File: config.mk
export PLATFORM = sky130hd
export DESIGN_NAME = spi_master_flat
export DESIGN_NICKNAME = d
export VERILOG_FILES = /design/src/rtl/spi_master_if.sv /design/src/rtl/spi_master.sv /design/src/flat_wrapper.sv
export SDC_FILE = /design/constraint.sdc
export NUM_CORES = 1
export LEC_CHECK = 0
export ABC_AREA = 1
export CELL_PAD_IN_SITES_DETAIL_PLACEMENT = 1
export CELL_PAD_IN_SITES_GLOBAL_PLACEMENT = 2
export CORE_ASPECT_RATIO = 1.1
export CORE_MARGIN = 10
export CORE_UTILIZATION = 30
export CTS_CLUSTER_SIZE = 12
export DETAILED_ROUTE_END_ITERATION = 6
export PLACE_DENSITY_LB_ADDON = 0.1
export SLEW_MARGIN = 20
export SYNTH_ARGS = -nofsm -noshare
export SYNTH_HDL_FRONTEND = slang
export SYNTH_SLANG_ARGS = --single-unit
File: constraint.sdc
create_clock -name clk -period 2.2 [get_ports clk]
set_clock_uncertainty 0.15 [all_clocks]
set_input_delay 0.55 -clock clk [delete_from_list [all_inputs] [get_ports clk]]
set_output_delay 0.55 -clock clk [all_outputs]
set_load 0.01 [all_outputs]
File: src/rtl/spi_master_if.sv
// Bus between spi_master and the logic around it: the start/done handshake,
// the parallel words, and the SPI pins going to the slave shift block.
interface spi_master_if #(
  parameter int M = 32
);
  logic         start;
  logic [M-1:0] tx_data;
  logic [M-1:0] rx_data;
  logic         busy;
  logic         done;
  logic         sclk;
  logic         mosi;
  logic         miso;
  logic         load;

  modport master (
    input  start, tx_data, miso,
    output rx_data, busy, done, sclk, mosi, load
  );

  modport slave (
    output start, tx_data, miso,
    input  rx_data, busy, done, sclk, mosi, load
  );
endinterface

File: src/rtl/spi_master.sv
// SPI master: MSB-first frames of M bits, sclk half-period DIV clk cycles, load strobe at frame end.
// Define SPI_MASTER_INIT_LOAD_EN to issue a load strobe after reset so the slave starts aligned.
module spi_master #(
  parameter int M   = 32,
  parameter int DIV = 2
) (
  input  logic         clk,
  input  logic         clr,
  spi_master_if.master bus
);
  typedef enum logic [1:0] {S_INIT, S_IDLE, S_SHIFT, S_LOAD} state_e;

  localparam int CW = $clog2(2 * DIV + 1);
  localparam int BW = $clog2(M);

  localparam logic [CW-1:0] HALF_LAST = CW'(DIV - 1);
  localparam logic [CW-1:0] DONE_PRE  = CW'(2 * DIV - 2);
  localparam logic [CW-1:0] LOAD_LAST = CW'(2 * DIV - 1);
  localparam logic [BW-1:0] BIT_LAST  = BW'(M - 1);

`ifdef SPI_MASTER_INIT_LOAD_EN
  localparam logic [CW-1:0] INIT_LAST   = CW'(2 * DIV);
  localparam state_e        RESET_STATE = S_INIT;
`else
  localparam state_e        RESET_STATE = S_IDLE;
`endif

  state_e         state_q, state_d;
  logic [CW-1:0]  cnt_q, cnt_d;
  logic [BW-1:0]  bit_cnt_q, bit_cnt_d;
  logic [M-1:0]   tx_sr_q, tx_sr_d;
  logic [M-1:0]   rx_sr_q, rx_sr_d;
  logic [M-1:0]   rx_data_q, rx_data_d;
  logic           sclk_q, sclk_d;
  logic           mosi_q, mosi_d;
  logic           load_q, load_d;
  logic           busy_q, busy_d;
  logic           done_q, done_d;

  // NOTE: every signal gets a default at the top of always_comb so no path leaves it unassigned (no latches).
  always_comb begin
    state_d   = state_q;
    cnt_d     = cnt_q;
    bit_cnt_d = bit_cnt_q;
    tx_sr_d   = tx_sr_q;
    rx_sr_d   = rx_sr_q;
    rx_data_d = rx_data_q;
    sclk_d    = sclk_q;
    mosi_d    = mosi_q;
    load_d    = load_q;
    busy_d    = busy_q;
    done_d    = 1'b0;

    unique case (state_q)
`ifdef SPI_MASTER_INIT_LOAD_EN
      S_INIT: begin
        cnt_d  = cnt_q + CW'(1);
        busy_d = 1'b1;
        load_d = (cnt_q <= HALF_LAST);
        if (cnt_q == INIT_LAST) begin
          state_d = S_IDLE;
          cnt_d   = '0;
          busy_d  = 1'b0;
          load_d  = 1'b0;
        end
      end
`endif
      S_IDLE: begin
        busy_d = 1'b0;
        load_d = 1'b0;
        sclk_d = 1'b0;
        if (bus.start) begin
          state_d   = S_SHIFT;
          busy_d    = 1'b1;
          tx_sr_d   = bus.tx_data;
          mosi_d    = bus.tx_data[M-1];
          cnt_d     = '0;
          bit_cnt_d = '0;
        end
      end
      S_SHIFT: begin
        cnt_d = cnt_q + CW'(1);
        if (cnt_q == HALF_LAST) begin
          cnt_d  = '0;
          sclk_d = ~sclk_q;
          // Sample on the rising half, advance mosi on every falling half but the last.
          if (!sclk_q) begin
            rx_sr_d = {rx_sr_q[M-2:0], bus.miso};
          end else if (bit_cnt_q == BIT_LAST) begin
            state_d = S_LOAD;
            load_d  = 1'b1;
          end else begin
            bit_cnt_d = bit_cnt_q + BW'(1);
            tx_sr_d   = tx_sr_q << 1;
            mosi_d    = tx_sr_q[M-2];
          end
        end
      end
      S_LOAD: begin
        cnt_d = cnt_q + CW'(1);
        if (cnt_q == HALF_LAST) load_d = 1'b0;
        if (cnt_q == DONE_PRE) begin
          done_d    = 1'b1;
          rx_data_d = rx_sr_q;
        end
        if (cnt_q == LOAD_LAST) begin
          state_d = S_IDLE;
          busy_d  = 1'b0;
          cnt_d   = '0;
        end
      end
      default: state_d = S_IDLE;
    endcase
  end

  // NOTE: state registers use non-blocking assignments so every flop sees pre-edge values.
  always_ff @(posedge clk) begin
    if (clr) begin
      state_q   <= RESET_STATE;
      cnt_q     <= '0;
      bit_cnt_q <= '0;
      tx_sr_q   <= '0;
      rx_sr_q   <= '0;
      rx_data_q <= '0;
      sclk_q    <= 1'b0;
      mosi_q    <= 1'b0;
      load_q    <= 1'b0;
      busy_q    <= 1'b0;
      done_q    <= 1'b0;
    end else begin
      state_q   <= state_d;
      cnt_q     <= cnt_d;
      bit_cnt_q <= bit_cnt_d;
      tx_sr_q   <= tx_sr_d;
      rx_sr_q   <= rx_sr_d;
      rx_data_q <= rx_data_d;
      sclk_q    <= sclk_d;
      mosi_q    <= mosi_d;
      load_q    <= load_d;
      busy_q    <= busy_d;
      done_q    <= done_d;
    end
  end

  assign bus.rx_data = rx_data_q;
  assign bus.busy    = busy_q;
  assign bus.done    = done_q;
  assign bus.sclk    = sclk_q;
  assign bus.mosi    = mosi_q;
  assign bus.load    = load_q;
endmodule

File: src/flat_wrapper.sv
// flat-port wrapper written by rule: the top's interface ports become plain ports
module spi_master_flat 
#(
  parameter int M   = 32,
  parameter int DIV = 2
)
  (clk, clr, bus_start, bus_tx_data, bus_miso, bus_rx_data, bus_busy, bus_done, bus_sclk, bus_mosi, bus_load);
  spi_master_if #(.M(M)) bus_i ();
  input  logic clk;
  input  logic clr;
  input wire logic [$bits(bus_i.start)-1:0] bus_start;
  input wire logic [$bits(bus_i.tx_data)-1:0] bus_tx_data;
  input wire logic [$bits(bus_i.miso)-1:0] bus_miso;
  output wire logic [$bits(bus_i.rx_data)-1:0] bus_rx_data;
  output wire logic [$bits(bus_i.busy)-1:0] bus_busy;
  output wire logic [$bits(bus_i.done)-1:0] bus_done;
  output wire logic [$bits(bus_i.sclk)-1:0] bus_sclk;
  output wire logic [$bits(bus_i.mosi)-1:0] bus_mosi;
  output wire logic [$bits(bus_i.load)-1:0] bus_load;
  assign bus_i.start = bus_start;
  assign bus_i.tx_data = bus_tx_data;
  assign bus_i.miso = bus_miso;
  assign bus_rx_data = bus_i.rx_data;
  assign bus_busy = bus_i.busy;
  assign bus_done = bus_i.done;
  assign bus_sclk = bus_i.sclk;
  assign bus_mosi = bus_i.mosi;
  assign bus_load = bus_i.load;
  spi_master #(.M(M), .DIV(DIV)) u_core (.clk(clk), .clr(clr), .bus(bus_i));
endmodule
Word-level counts from Yosys, hierarchy flattened
Index checks and enable logic that the tools add are counted.

word-level totals
  flip-flop bits (word level) = 110
  bits of input ports = 36
  output and inout bits = 37
  logic and storage cells = 77

cells by class
  add/subtract/negate cells = 2
  eq/ne operators = 14
  mux-type cells = 36
  bitwise gates (word level) = 2
  reduce and logical (&&, ||, !) cells = 12

operator list
  kind                 number
  $mux 31              4
  $pmux 31 s2          1
  $mux 5               4
  $reduce_and 5->1     3
  $mux 1               12
  $mux 2               5
  $ne 2x1->1 const B   5
  $pmux 5 s2           1
  $mux 3               3
  $pmux 3 s3           1
  $reduce_and 2->1     4
  $eq 3x2->1 const B   2
  $pmux 1 s2           3
  $pmux 2 s3           1
  $add 5x1->5 const B  1
  $eq 5x5->1 const B   1
  $eq 2x2->1 const B   2
  $ne 2x2->1 const B   2
  $reduce_bool 2->1    2
  $add 3x1->3 const B  1
  $eq 3x1->1 const B   1
  $pmux 1 s3           1
  $reduce_and 3->1     1
  $reduce_bool 3->1    1
  other kinds (3)      4

Depth between registers and ports, before layout
  depth after elaboration = 5
  gate-level depth with buffers = 12
  gate-level depth less buffers = 11

Worst setup path before layout
No wires, ideal clock.

  path type = flip-flop to flip-flop
  start point = register u_core.bit_cnt_q[0]
  end point = register u_core.tx_sr_q[0]
  setup time = 0.111 ns
  arrival = 1.460 ns
  required time = 1.939 ns
  setup slack = 0.479 ns
  cell stages (with the launch flop) = 13
  path buffers = 2
  clock period less this slack = 1.721 ns
  cells stage by stage = dfxtp_1 > ha_1 > nand2_1 > nor2_1 > ha_1 > nand2_1 > nand2_1 > nor2_4 > buf_6 > buf_6 > nand3_1 > nand2_1 > nor2_1

between the ends
  word-level cells in the longest chain between the ends = 3

ends and longest elaborated chain
  element                     RTL line           text
  start: declaration          spi_master.sv:30   logic [BW-1:0] bit_cnt_q, bit_cnt_d;
  start signal: assignment    spi_master.sv:133  bit_cnt_q <= bit_cnt_d;
  $eq 5x5->1                  spi_master.sv:89   end else if (bit_cnt_q == BIT_LAST) begin
  $ne 2x2->1 (no line)        n/a
  $reduce_and 5->1 (no line)  n/a
  end signal: assignment      spi_master.sv:134  tx_sr_q <= tx_sr_d;
  end: declaration            spi_master.sv:31   logic [M-1:0] tx_sr_q, tx_sr_d;

No other way between the ends.
A chain may end at the register's enable or synchronous reset.

Worst setup path after layout
  start point = register u_core.sclk_q, in the netlist u_core.bus.sclk
  end point = output port bus_sclk

RTL lines
  element                   RTL line            text
  start: declaration        spi_master.sv:34    logic sclk_q, sclk_d;
  start signal: assignment  spi_master.sv:137   sclk_q <= sclk_d;
  end: declaration          flat_wrapper.sv:17  output wire logic [$bits(bus_i.sclk)-1:0] bus_sclk;

No word-level cell between the ends.

==> flow_summary.yaml <==
grt:
  gr-max-usage-layer: "met2"
  grt_max_degree: 52
  gr-usage-met1: 0.147
  grt_use_met3: 0.0237
  grt_total_ovfl: 0
  grt.total_usage: 0.126
  number_of_global_route_vias_before_repair: 4674
  groute.layer.met2.usage: 0.221
  antenna_violations_before_repair: 0
  first_pass_grt_wire_length_mm: 22.8
clocking:
  cts-root-buf: "clkbuf_16"
  clock_tree_from_tritoncts: "done"
  post_cts_hold_buffer_count: 0
  num_cts_buffers: 9
  clock_tree.buffer_depth: 2
  cts.htree.levels: 3
  path_clk_slew_ps: 70
  cts_sinks: 110
  worst_skew_pair.late_latency_ps: 360
  post_cts.repair.setup_buffers: 0
status:
  status: "complete, no violations"
critical_path:
  setup.worst_path.start: "u_core.bus.sclk$_SDFFE_PP0P_"
  timing.critical_path.to: "bus_sclk"
  reg2regPathDepth: 12
  required_ps: 1500
  critical_path_source_type: "flip-flop"
  cp_slowest_cell: "clkdlybuf4s50_1"
  reg2reg_setup_slack_ps: 200
  cp_slowest_stage_delay_ps: 570
  worstSetupPathDepth: 1
  r2r_start: "u_core.bit_cnt_q[1]$_SDFFE_PP0P_"
  critPathCaptureType: "output pin"
  critical_path.n_buffers_inverters: 1
  critical-path-top-delay-family: "buffers and inverters"
  timing.rr.end: "u_core.bit_cnt_q[3]$_SDFFE_PP0P_"
  cells_along_the_critical_path: "clkdlybuf4s50_1"
  highest_net_fanout_along_the_worst_path: 4
  arrival_ps: 1340
  worst-setup-path-type: "flip-flop to output pin"
drt:
  detailroute.via_count: 4401
  initialDrtViolationCount: 168
  routed_wirelength_mm: 13.1
  detail_route.first_pass.iterations: 4
  antenna_left: 0
  drc: 0
  vias_per_cell: 4.66
  post_drt_wl_per_cell_um: 13.9
timing:
  post-route-min-period_ps: 2040
  slew_viol_final: 0
  aggregate_negative_setup_slack_ps: 0
  final.period_utilization: 0.929
  finalSetupViolCount: 0
  grt_setup_unrepaired: "no"
  worst_slew_pin_slew_ps: 472
  final.hold.worst_slack_ps: 311
  timing.final.ws_setup_ps: 156
  final_hold_viol_count: 0
  fmax_mhz: 489
  slew_margin_rel: 0.685
pwr:
  static_leak_nw: 2.73
  power_mw: 6.08
  power_per_cell_area_nw_per_um2: 1030
  ir_worst_vdd_mv: 0.673
placement:
  dp.final_hpwl_mm: 8.77
  place_area_um2: 5650
  numPortBuffers: 72
  gp_congestion: 0.751
  setup_slack_after_placement_ps: -62.4
  dp_cells: 930
finish:
  fill_cells: 1991
  antenna_cells: 0
  final_layout_size_suffix_gt1_frac: 0.0617
  synthToLayoutAreaGrowth_pct: 24.5
  design_area_um2: 5930
  final_util: 0.380
  design.final.nets: 788
  final_cell_count_no_fill: 945
logic_synthesis:
  postSynthRegisterBits: 110
  synth_seq_area_share: 0.462
  synthDominantCellAreaShare: 0.462
  netlist_area_um2: 4770
  synth.avg_cell_area_um2: 6.98
  yosys.cell_types.count: 23
  yosys_warnings: 0
  dominantRegCellSynth: "dfxtp_1"
  async_reset_ff_frac: 0
  mappedNetlistNets: 730
  synth-edff-count: 0
  post_synth_most_frequent_cells: "nor2_1, dfxtp_1, nand2_1"
  synth_instances: 683
  most_frequent_cell_after_synthesis: "nor2_1"
  post-synth-top-area-cell: "dfxtp_1"
  synth.top_cells.by_area: "dfxtp_1, nor2_1, nand2_1, o21ai_0, nand3_1"
min_path:
  hold_crit_class: "flip-flop to flip-flop"
floorplan:
  rows: 48
  die_height_um: 152
  floorplan.initialDensity: 0.305
  io_pins: 73
  design.die.area_um2: 21300
  core_area_um2: 15600
  dieWidth_um: 140
flow_run:
  timing.max_cap.violations: 0
-- sequential cells by signal (all words and copies together), names as in the netlist --
name	flops
u_core.bus.rx_data	32
u_core.rx_sr_q	32
u_core.tx_sr_q	31
u_core.bit_cnt_q	5
u_core.cnt_q	3
u_core.state_q	2
u_core.bus.busy	1
u_core.bus.done	1
u_core.bus.load	1
u_core.bus.mosi	1
u_core.bus.sclk	1
-- cell type report --
| type | instances | area (um2) | share of cell area |
|---|---|---|---|
| Sequential cell | 110 | 2200 | 0.371 |
| Multi-Input combinational cell | 478 | 2120 | 0.357 |
| Timing Repair Buffer | 89 | 877 | 0.148 |
| Tap cell | 200 | 250 | 0.0422 |
| Clock buffer | 10 | 239 | 0.0403 |
| Inverter | 53 | 204 | 0.0344 |
| Clock inverter | 5 | 41.3 | 0.00696 |
-- cells in the final DEF, fill, tap and decap left out, drive strengths merged --
| cell | synthesis | layout |
|---|---|---|
| a21oi | 38 | 38 |
| buf | 27 | 17 |
| clkbuf | 15 | 10 |
| clkdlybuf4s50 | 0 | 72 |
| clkinvlp | 0 | 2 |
| dfxtp | 110 | 110 |
| ha | 11 | 11 |
| inv | 53 | 56 |
| nand2 | 99 | 99 |
| nand3 | 44 | 44 |
| nand4 | 2 | 2 |
| nor2 | 211 | 211 |
| nor3 | 1 | 1 |
| o21a | 1 | 1 |
| o21ai | 68 | 68 |
| o21bai | 1 | 1 |
| or2 | 2 | 2 |
-- kinds of logic after synthesis --
group | share of synthesized area
AND/OR/NAND/NOR | 0.301
AO/OA/AOI/OAI | 0.114
flip-flops | 0.462
buffers and inverters | 0.0937
adder cells (fa/ha/maj) | 0.0289
-- metal layers --
metal / up-vias / share of wire
met5: - / 0
li1: 2248 / -
met3: 16 / 0.031
met1: 2093 / 0.45
met4: 0 / 0.016
met2: 44 / 0.51
-- power breakdown --
part           leakage, nW  switching, mW  internal, mW
logic                 1.70           1.21         0.685
registers            0.895          0.213          2.38
clock network        0.132          0.791         0.807
total                 2.73           2.21          3.87
-- timing repair --
action	CTS	global route
endpoints found under the hold margin	0	0
setup endpoints to repair	0	36
resized for setup	0	3
-- worst min-delay path by stage --
| stage | startpoint | to | slack [ps] | depth (start not counted) |
|---|---|---|---|---|
| 2_1_floorplan | u_core.tx_sr_q[17]$_SDFFE_PP0P_ | u_core.tx_sr_q[17]$_SDFFE_PP0P_ | 290 | 2 |
| 3_3_place_gp | u_core.bus.load$_SDFFE_PP0P_ | u_core.bus.load$_SDFFE_PP0P_ | 300 | 2 |
| 3_5_place_dp | u_core.bus.load$_SDFFE_PP0P_ | u_core.bus.load$_SDFFE_PP0P_ | 300 | 2 |
| 4_1_cts | u_core.bus.load$_SDFFE_PP0P_ | u_core.bus.load$_SDFFE_PP0P_ | 320 | 2 |
| 5_1_grt | u_core.bus.load$_SDFFE_PP0P_ | u_core.bus.load$_SDFFE_PP0P_ | 330 | 2 |
| 6_report | u_core.bus.load$_SDFFE_PP0P_ | u_core.bus.load$_SDFFE_PP0P_ | 310 | 2 |
Note: power is estimated with default switching activity, not from simulation.
